`src/rtl/intr_pkg.sv`:
```
`default_nettype none
// ============================================================================
// intr_pkg : shared sizes and one-hot state encoding for intr_host_agent
// Optional feature macro: INTR_HOST_READBACK_EN (adds CFG_RD / CFG_RDGAP)
// Revision : 1.0  initial release
// ============================================================================
package intr_pkg;

  localparam int c_NUM_INTR = 16;
  localparam int c_PRIO_W   = 4;
  localparam int c_ID_W     = 4;

`ifdef INTR_HOST_READBACK_EN
  typedef enum logic [8:0] {
    IDLE      = 9'h001,
    CFG_WR    = 9'h002,
    CFG_GAP   = 9'h004,
    CFG_RD    = 9'h008,
    CFG_RDGAP = 9'h010,
    READY     = 9'h020,
    SVC       = 9'h040,
    ACK       = 9'h080,
    DROP      = 9'h100
  } state_t;
`else
  typedef enum logic [6:0] {
    IDLE    = 7'h01,
    CFG_WR  = 7'h02,
    CFG_GAP = 7'h04,
    READY   = 7'h08,
    SVC     = 7'h10,
    ACK     = 7'h20,
    DROP    = 7'h40
  } state_t;
`endif

endpackage
`default_nettype wire

```
`src/rtl/intr_host_bus_seq.sv`:
```
`default_nettype none
// ============================================================================
// intr_host_bus_seq : penable/pready handshake, inter-access gap and the
//                     configuration-state transitions of intr_host_agent
// Optional feature macro: INTR_HOST_READBACK_EN
// Revision : 1.0  initial release
// ============================================================================
module intr_host_bus_seq
  import intr_pkg::*;
#(
  parameter int PRIO_W = c_PRIO_W
) (
  input  logic              pclk_i,
  input  logic              prst_i,
  input  state_t            state_i,
  input  logic [7:0]        addr_i,
  input  logic [PRIO_W-1:0] field_i,
  input  logic              idx_last_i,
  input  logic              cfg_clr_i,
  input  logic [7:0]        prdata_i,
  input  logic              pready_i,
  output logic [7:0]        paddr_o,
  output logic [7:0]        pwdata_o,
  output logic              pwrite_o,
  output logic              penable_o,
  output state_t            next_o,
  output logic              idx_inc_o,
  output logic              cfg_fin_o,
  output logic              cfg_err_o
);

  logic w_unused_rb;

  assign paddr_o  = addr_i;
  assign pwdata_o = 8'(field_i);
  assign pwrite_o = (state_i == CFG_WR);

  always_comb begin
    next_o    = state_i;
    idx_inc_o = 1'b0;
    cfg_fin_o = 1'b0;
    case (state_i)
      CFG_WR: if (pready_i) next_o = CFG_GAP;
`ifdef INTR_HOST_READBACK_EN
      CFG_GAP: next_o = CFG_RD;
      CFG_RD:  if (pready_i) next_o = CFG_RDGAP;
      CFG_RDGAP: begin
`else
      CFG_GAP: begin
`endif
        // the one-cycle gap state is where the index advances
        if (idx_last_i) begin
          next_o    = READY;
          cfg_fin_o = 1'b1;
        end else begin
          next_o    = CFG_WR;
          idx_inc_o = 1'b1;
        end
      end
      default: next_o = state_i;
    endcase
  end

`ifdef INTR_HOST_READBACK_EN
  logic r_err;

  assign penable_o   = (state_i == CFG_WR) || (state_i == CFG_RD);
  assign cfg_err_o   = r_err;
  assign w_unused_rb = ^prdata_i;

  always_ff @(posedge pclk_i) begin
    if (!prst_i) begin
      r_err <= 1'b0;
    end else if (cfg_clr_i) begin
      r_err <= 1'b0;
    end else if ((state_i == CFG_RD) && pready_i && (prdata_i[PRIO_W-1:0] != field_i)) begin
      r_err <= 1'b1;
    end
  end
`else
  assign penable_o   = (state_i == CFG_WR);
  assign cfg_err_o   = 1'b0;
  assign w_unused_rb = ^{pclk_i, prst_i, cfg_clr_i, prdata_i};
`endif

endmodule
`default_nettype wire

```
`src/rtl/intr_host_agent.sv`:
```
`default_nettype none
// ============================================================================
// intr_host_agent : programs a priority table over a simple bus, then services
//                   interrupts with a programmable duration and a service count
// Optional feature macro: INTR_HOST_READBACK_EN (read-verify of each entry)
// Revision : 1.0  initial release
// ============================================================================
module intr_host_agent
  import intr_pkg::*;
#(
  parameter int NUM_INTR = c_NUM_INTR,
  parameter int PRIO_W   = c_PRIO_W
) (
  input  logic                       pclk_i,
  input  logic                       prst_i,
  input  logic                       cfg_start_i,
  input  logic [NUM_INTR*PRIO_W-1:0] cfg_prio_i,
  output logic                       cfg_done_o,
  output logic                       cfg_err_o,
  output logic [7:0]                 paddr_o,
  output logic [7:0]                 pwdata_o,
  output logic                       pwrite_o,
  output logic                       penable_o,
  input  logic [7:0]                 prdata_i,
  input  logic                       pready_i,
  input  logic [c_ID_W-1:0]          intr_to_service_i,
  input  logic                       intr_valid_i,
  output logic                       intr_serviced_o,
  input  logic [7:0]                 svc_cycles_i,
  output logic                       svc_busy_o,
  output logic [c_ID_W-1:0]          svc_id_o,
  output logic [15:0]                svc_count_o
);

  localparam int c_IDX_W = $clog2(NUM_INTR);

  state_t                      r_state;
  state_t                      w_next;
  state_t                      w_cfg_next;
  logic [NUM_INTR*PRIO_W-1:0]  r_table;
  logic [c_IDX_W-1:0]          r_index;
  logic [7:0]                  r_timer;
  logic                        r_done;
  logic                        r_busy;
  logic                        r_serviced;
  logic [c_ID_W-1:0]           r_id;
  logic [15:0]                 r_count;
  logic [PRIO_W-1:0]           w_field;
  logic                        w_start;
  logic                        w_take;
  logic                        w_idx_last;
  logic                        w_idx_inc;
  logic                        w_cfg_fin;

  assign w_field    = r_table[r_index*PRIO_W +: PRIO_W];
  assign w_idx_last = (r_index == c_IDX_W'(NUM_INTR - 1));
  // a pending interrupt in READY wins over a new programming request
  assign w_start    = cfg_start_i &&
                      ((r_state == IDLE) || ((r_state == READY) && !intr_valid_i));
  assign w_take     = (r_state == READY) && intr_valid_i;

  intr_host_bus_seq #(
    .PRIO_W (PRIO_W)
  ) u_bus_seq (
    .pclk_i     (pclk_i),
    .prst_i     (prst_i),
    .state_i    (r_state),
    .addr_i     (8'(r_index)),
    .field_i    (w_field),
    .idx_last_i (w_idx_last),
    .cfg_clr_i  (w_start),
    .prdata_i   (prdata_i),
    .pready_i   (pready_i),
    .paddr_o    (paddr_o),
    .pwdata_o   (pwdata_o),
    .pwrite_o   (pwrite_o),
    .penable_o  (penable_o),
    .next_o     (w_cfg_next),
    .idx_inc_o  (w_idx_inc),
    .cfg_fin_o  (w_cfg_fin),
    .cfg_err_o  (cfg_err_o)
  );

  always_comb begin
    w_next = r_state;
    case (r_state)
      IDLE:    if (w_start) w_next = CFG_WR;
      READY: begin
        if (w_take)       w_next = SVC;
        else if (w_start) w_next = CFG_WR;
      end
      SVC:     if (r_timer <= 8'd1) w_next = ACK;
      ACK:     w_next = DROP;
      DROP:    if (!intr_valid_i) w_next = READY;
      default: w_next = w_cfg_next;
    endcase
  end

  always_ff @(posedge pclk_i) begin
    if (!prst_i) begin
      r_state    <= IDLE;
      r_table    <= '0;
      r_index    <= '0;
      r_timer    <= '0;
      r_done     <= 1'b0;
      r_busy     <= 1'b0;
      r_serviced <= 1'b0;
      r_id       <= '0;
      r_count    <= '0;
    end else begin
      r_state    <= w_next;
      // registered pulse gives the N+2 service latency
      r_serviced <= (r_state == ACK);
      if (w_start) begin
        r_table <= cfg_prio_i;
        r_index <= '0;
        r_done  <= 1'b0;
      end else if (w_idx_inc) begin
        r_index <= r_index + c_IDX_W'(1);
      end
      if (w_cfg_fin) r_done <= 1'b1;
      if (w_take) begin
        r_id    <= intr_to_service_i;
        r_busy  <= 1'b1;
        r_timer <= (svc_cycles_i == 8'd0) ? 8'd1 : svc_cycles_i;
      end else if (r_state == SVC) begin
        r_timer <= r_timer - 8'd1;
      end
      if (r_state == ACK) begin
        r_busy  <= 1'b0;
        r_count <= r_count + 16'd1;
      end
    end
  end

  assign cfg_done_o      = r_done;
  assign svc_busy_o      = r_busy;
  assign intr_serviced_o = r_serviced;
  assign svc_id_o        = r_id;
  assign svc_count_o     = r_count;

endmodule
`default_nettype wire

```
`config.mk`:
```
export PLATFORM = sky130hd
export DESIGN_NAME = intr_host_agent
export DESIGN_NICKNAME = d
export VERILOG_FILES = /design/src/rtl/intr_pkg.sv /design/src/rtl/intr_host_bus_seq.sv /design/src/rtl/intr_host_agent.sv
export SDC_FILE = /design/constraint.sdc
export NUM_CORES = 1
export LEC_CHECK = 0
export BUFFER_PORTS_ARGS = -buffer_cell sky130_fd_sc_hd__buf_2
export CAP_MARGIN = 20
export CELL_PAD_IN_SITES_DETAIL_PLACEMENT = 1
export CELL_PAD_IN_SITES_GLOBAL_PLACEMENT = 1
export CORE_MARGIN = 2
export CORE_UTILIZATION = 35
export CTS_CLUSTER_DIAMETER = 80
export DETAILED_ROUTE_END_ITERATION = 7
export PLACE_DENSITY_LB_ADDON = 0.05
export SLEW_MARGIN = 0
export SYNTH_ARGS = -nofsm -noshare
export SYNTH_HDL_FRONTEND = slang
export SYNTH_SLANG_ARGS = --single-unit
```
`constraint.sdc`:
```
create_clock -name pclk_i -period 6.9 [get_ports pclk_i]
set_clock_uncertainty 0.2 [all_clocks]
set_input_delay 1.725 -clock pclk_i [delete_from_list [all_inputs] [get_ports pclk_i]]
set_output_delay 1.725 -clock pclk_i [all_outputs]
set_load 0.01 [all_outputs]
```
== Yosys cells after proc, flatten, opt, wreduce, memory -nomap -nowiden ==
Cells that the tools add are included.
Widths: inputs -> output; s select.
Storage, ports and cells
  register bits: 106
  output and inout bits: 42
Operators by class
  add/sub/neg operators: 3
  $lt $le $gt $ge: 1
  equality and inequality tests: 11
  shift operators: 1
  mux-type cells: 17
  bitwise gates (word level): 1
  reduce and logical (&&, ||, !) cells: 12
Operators with widths (number)
  $shiftx 64x7->4: 1
  $mux 7: 5
  $pmux 7 s5: 1
  $mux 8: 3
  $add 16x1->16 const B: 1
  $pmux 7 s2: 1
  $le 8x1->1 const B: 1
  $logic_not 8->1: 1
  $sub 8x1->8 const B: 1
  $eq 7x1->1 const B: 1
  $eq 7x2->1 const B: 1
  $eq 7x3->1 const B: 1
  $eq 7x4->1 const B: 1
  $eq 7x5->1 const B: 1
  $eq 7x6->1 const B: 1
  $eq 7x7->1 const B: 1
  $ne 7x1->1 const B: 1
  $reduce_bool 7->1: 1
  $mux 1: 6
  $add 4x1->4 const B: 1
  $eq 4x4->1 const B: 1
  $mux 4: 1
  $ne 2x2->1 const B: 2
  $reduce_and 4->1: 1
  other kinds (6): 10

== Logic depth before layout (Yosys ltp) ==
  depth in word-level cells: 7
  mapped depth: 9
  gate-level depth less buffers: 8

== By module ==
Synthesis repeated with hierarchy kept, for this count alone.
Second synthesis, totals
  cells, all modules: 573
  area total of the unflattened synthesis: 4968.5 um2
Modules (own cells, without submodules)
  intr_host_agent: instances 1, cells an instance 535, area each 4699.5 um2
  intr_host_bus_seq: instances 1, cells an instance 38, area each 269.0 um2

== Least setup slack after synthesis ==
Ideal clock, no wire load.
  path kind: register to output
  start point: register r_index[0]
  end point: output port pwdata_o[0]
  arrival time: 2.197 ns
  path slack: 2.778 ns
  stages on the path, launching flop included: 5
  buffers on the path: 2
  cells stage by stage: dfxtp_1 -> clkbuf_1 -> buf_2 -> mux4_2 -> mux4_2
On the way
  word-level cells in the longest chain between the ends: 1
RTL lines
  start, declared: RTL line intr_host_agent.sv:41  | logic [c_IDX_W-1:0] r_index;
  start signal, assigned: RTL line intr_host_agent.sv:119  | r_index <= r_index + c_IDX_W'(1);
  $shiftx 64x7->4: RTL line intr_host_agent.sv:55  | assign w_field = r_table[r_index*PRIO_W +: PRIO_W];
  end, declared: RTL line intr_host_agent.sv:21  | output logic [7:0] pwdata_o,
Every way passes these cells.

== Final worst setup path ==
  start point: register r_index[0]
  end point: output port pwdata_o[2]
The elaborated chain is that of the path after synthesis.

==> flow_summary.json <==
{
  "rsz0062_at_grt": "no",
  "area_delta_synth_final_pct": 20.7,
  "gp_congestion": 0.765,
  "rr_startpoint": "r_state[1]$_SDFFE_PN0P_",
  "path_delay_family": "multiplexers",
  "setup_tns_ps": 0,
  "ys_seq_area_frac": 0.445,
  "grt_max_degree": 67,
  "final_cell_mix": "160 x nand2_1, 113 x buf_2, 106 x dfxtp_1",
  "p_per_area_mw_per_mm2": 303,
  "fmax_mhz": 226,
  "multi_input_area_mm2": 0.00242,
  "clock-root-buffer": "clkbuf_16",
  "antenna_found_initial": 1,
  "fp-row-count": 42,
  "nFillCells": 1634,
  "required_ps": 4970,
  "timing.critical_path.buf_inv": 2,
  "cp_slowest_cell": "dfxtp_1",
  "seqPwrFrac": 0.430,
  "nets": 743,
  "reg2reg_depth": 6,
  "syn_inst": 561,
  "cell_internal_pwr_uw": 1180,
  "cp-endpoint": "pwdata_o[2]",
  "hold_class": "reg -> reg",
  "path_cells": "buf_4, mux4_2, mux4_2, buf_2",
  "vias": 4172,
  "crit-reg2reg-capture": "svc_count_o[13]$_SDFFE_PN0P_",
  "cts_buffers": 9,
  "dp_hpwl_mm": 9.06,
  "power_frac_comb": 0.245,
  "netSwitchingFraction": 0.322,
  "clockPowerShare": 0.325,
  "maxCapViolCount": 0,
  "clk_pin_slew_worst_paths_ps": 70,
  "port_buffers": 113,
  "yosys_register_bits": 106,
  "synth_edf_count": 0,
  "drc": 0,
  "crit_top_cell": "mux4_2",
  "drv_slew": 0,
  "drt-initial-drc-count": 181,
  "drt_first_pass_iters": 5,
  "grt_use_total": 0.186,
  "seqCellArea_mm2": 0.00212,
  "syn_area_mm2": 0.00476,
  "crit_cells": 4,
  "cts.sinks": 106,
  "grt_remaining_overflow": 0,
  "period_share": 0.642,
  "grt.met1_usage": 0.261,
  "tightest_slew_ps": 825,
  "p_leak_uw": 0.00230,
  "hold_buffers": 0,
  "dpl_cell_area_mm2": 0.00537,
  "setup.worst_path.start": "r_index[0]$_SDFFE_PP0P_",
  "die_x_um": 121,
  "wl_mm": 12.9,
  "grt_pass1_vias": 4197,
  "grtUsageMet2": 0.281,
  "end_kind": "output pin",
  "layout_commonest_cell": "nand2_1",
  "top_usage_layer": "met2",
  "h-tree-depth": 3,
  "finalInstanceArea_mm2": 0.00575,
  "timing.final.crit_period_ps": 4430,
  "cts_max_path_buffers": 2,
  "drive_above_1_share": 0.252,
  "cts_setup_buffers": 0,
  "worstPathMaxFanout": 14,
  "grt_pass1_wl_mm": 21.3,
  "startpoint_type": "register",
  "rrSetupSlack_ps": 4250,
  "core_mm2": 0.0132,
  "ant_nets": 0,
  "cts_tree": "done",
  "ys_warn_count": 0,
  "met3_usage": 0.0382,
  "syn_avg_cell_area_um2": 8.49,
  "vdd_ir_drop_max_mv": 0.166,
  "yosys.cell_types.count": 47,
  "clk_latency_ps": 350,
  "fp.dieH_um": 121,
  "setup_violations": 0,
  "cts_resized": 0,
  "synth-async-reset-ratio": 0,
  "crit_arrival_ps": 2500,
  "crit_path_max_incr_delay_ps": 600,
  "max_slew_margin": 0.449,
  "hold_viol_final": 0,
  "dieArea_mm2": 0.0146,
  "switchingPower_uw": 561,
  "ys.flop_type": "dfxtp_1",
  "worstSetupPathType": "reg -> out",
  "io_pins": 131,
  "start_util": 0.360,
  "run_status": "completed",
  "wire_per_inst_um": 15.5,
  "drt-vias-per-instance": 5.01
}
==> worst reg2reg max path, delay by kind of cell, from the launching register on <==
kind	cells	cell delay, ps
and+or+nand+nor	5	1780
DFF	1	380
xor gates and xnor gates	1	150
==> power groups by stage <==
stage / clock network [uW] / registers [uW] / logic (uW)
5_1_grt: 612 / 760 / 487
3_5_place_dp: 0 / 763 / 425
3_3_place_gp: 0 / 759 / 413
2_1_floorplan: 0 / 742 / 324
6_report: 566 / 749 / 426
4_1_cts: 587 / 749 / 426
==> kinds of logic after synthesis <==
| group | after synthesis | synth area share |
|---|---|---|
| buffers and inverters | 54 | 0.0544 |
| adder cells (fa/ha/maj) | 4 | 0.0105 |
| AND/OR/NAND/NOR | 249 | 0.233 |
| other | 1 | 0.000787 |
| multiplexers | 23 | 0.101 |
| flip-flops | 106 | 0.445 |
| AO/OA/AOI/OAI | 106 | 0.122 |
| XOR/XNOR | 18 | 0.0331 |
==> registers in the layout (all words and copies together), names as in the netlist, 4 cells and up <==
name	count
r_timer	8
r_table	64
svc_count_o	16
svc_id_o	4
r_state	7
r_index	4
==> layer usage <==
metal | vias to the layer above | wire, um
li1 | 2078 | -
met1 | 1997 | 6290
met2 | 86 | 5840
met3 | 11 | 624
met4 | 0 | 187
met5 | - | 0
==> cells in the mapped netlist, types with 4 or more instances <==
| cell | count | area (um2) |
|---|---|---|
| nor2_1 | 35 | 131 |
| nand3_2 | 4 | 40.0 |
| xor2_1 | 15 | 131 |
| nand3_1 | 6 | 30.0 |
| or3_1 | 4 | 25.0 |
| a21oi_1 | 82 | 410 |
| o21ai_0 | 7 | 35.0 |
| inv_1 | 6 | 22.5 |
| nor3_1 | 8 | 40.0 |
| nand2_1 | 160 | 601 |
| clkbuf_1 | 24 | 90.1 |
| and3_1 | 5 | 31.3 |
| a31oi_1 | 5 | 31.3 |
| dfxtp_1 | 106 | 2120 |
| mux4_2 | 20 | 450 |
| buf_2 | 12 | 60.1 |
| buf_4 | 11 | 82.6 |
| ha_1 | 4 | 50.1 |
==> worst min path at each step <==
stage | start | to | slack, ps | depth (start not counted)
2_1_floorplan | r_table[24]$_SDFFE_PN0P_ | r_table[24]$_SDFFE_PN0P_ | 230 | 2
5_1_grt | r_table[24]$_SDFFE_PN0P_ | r_table[24]$_SDFFE_PN0P_ | 270 | 2
3_3_place_gp | svc_id_o[1]$_SDFFE_PN0P_ | svc_id_o[1]$_SDFFE_PN0P_ | 240 | 2
6_report | r_table[11]$_SDFFE_PN0P_ | r_table[11]$_SDFFE_PN0P_ | 260 | 2
4_1_cts | r_table[9]$_SDFFE_PN0P_ | r_table[9]$_SDFFE_PN0P_ | 260 | 2
3_5_place_dp | r_table[9]$_SDFFE_PN0P_ | r_table[9]$_SDFFE_PN0P_ | 250 | 2
==> through the flow <==
step	total power (uW)	hold slack [ps]	setup slack, ps	util	std cells
after detailed placement	1190	249	2620	0.406	813
after floorplan	1070	233	2780	-	569
final	1740	257	2470	0.434	832
after CTS	1760	259	2240	0.430	829
after global placement	1170	238	2610	0.406	813
after global routing	1860	274	2290	0.434	831
==> final cells by class <==
class,count,area share
clock inverters,6,0.0170
flip-flops and latches,106,0.369
inverters,6,0.00392
clock buffers,10,0.0398
multi-input cells,409,0.421
well taps,176,0.0383
diodes,1,0.000435
repair buffers,118,0.111
Power figures use the tool's default switching activity.
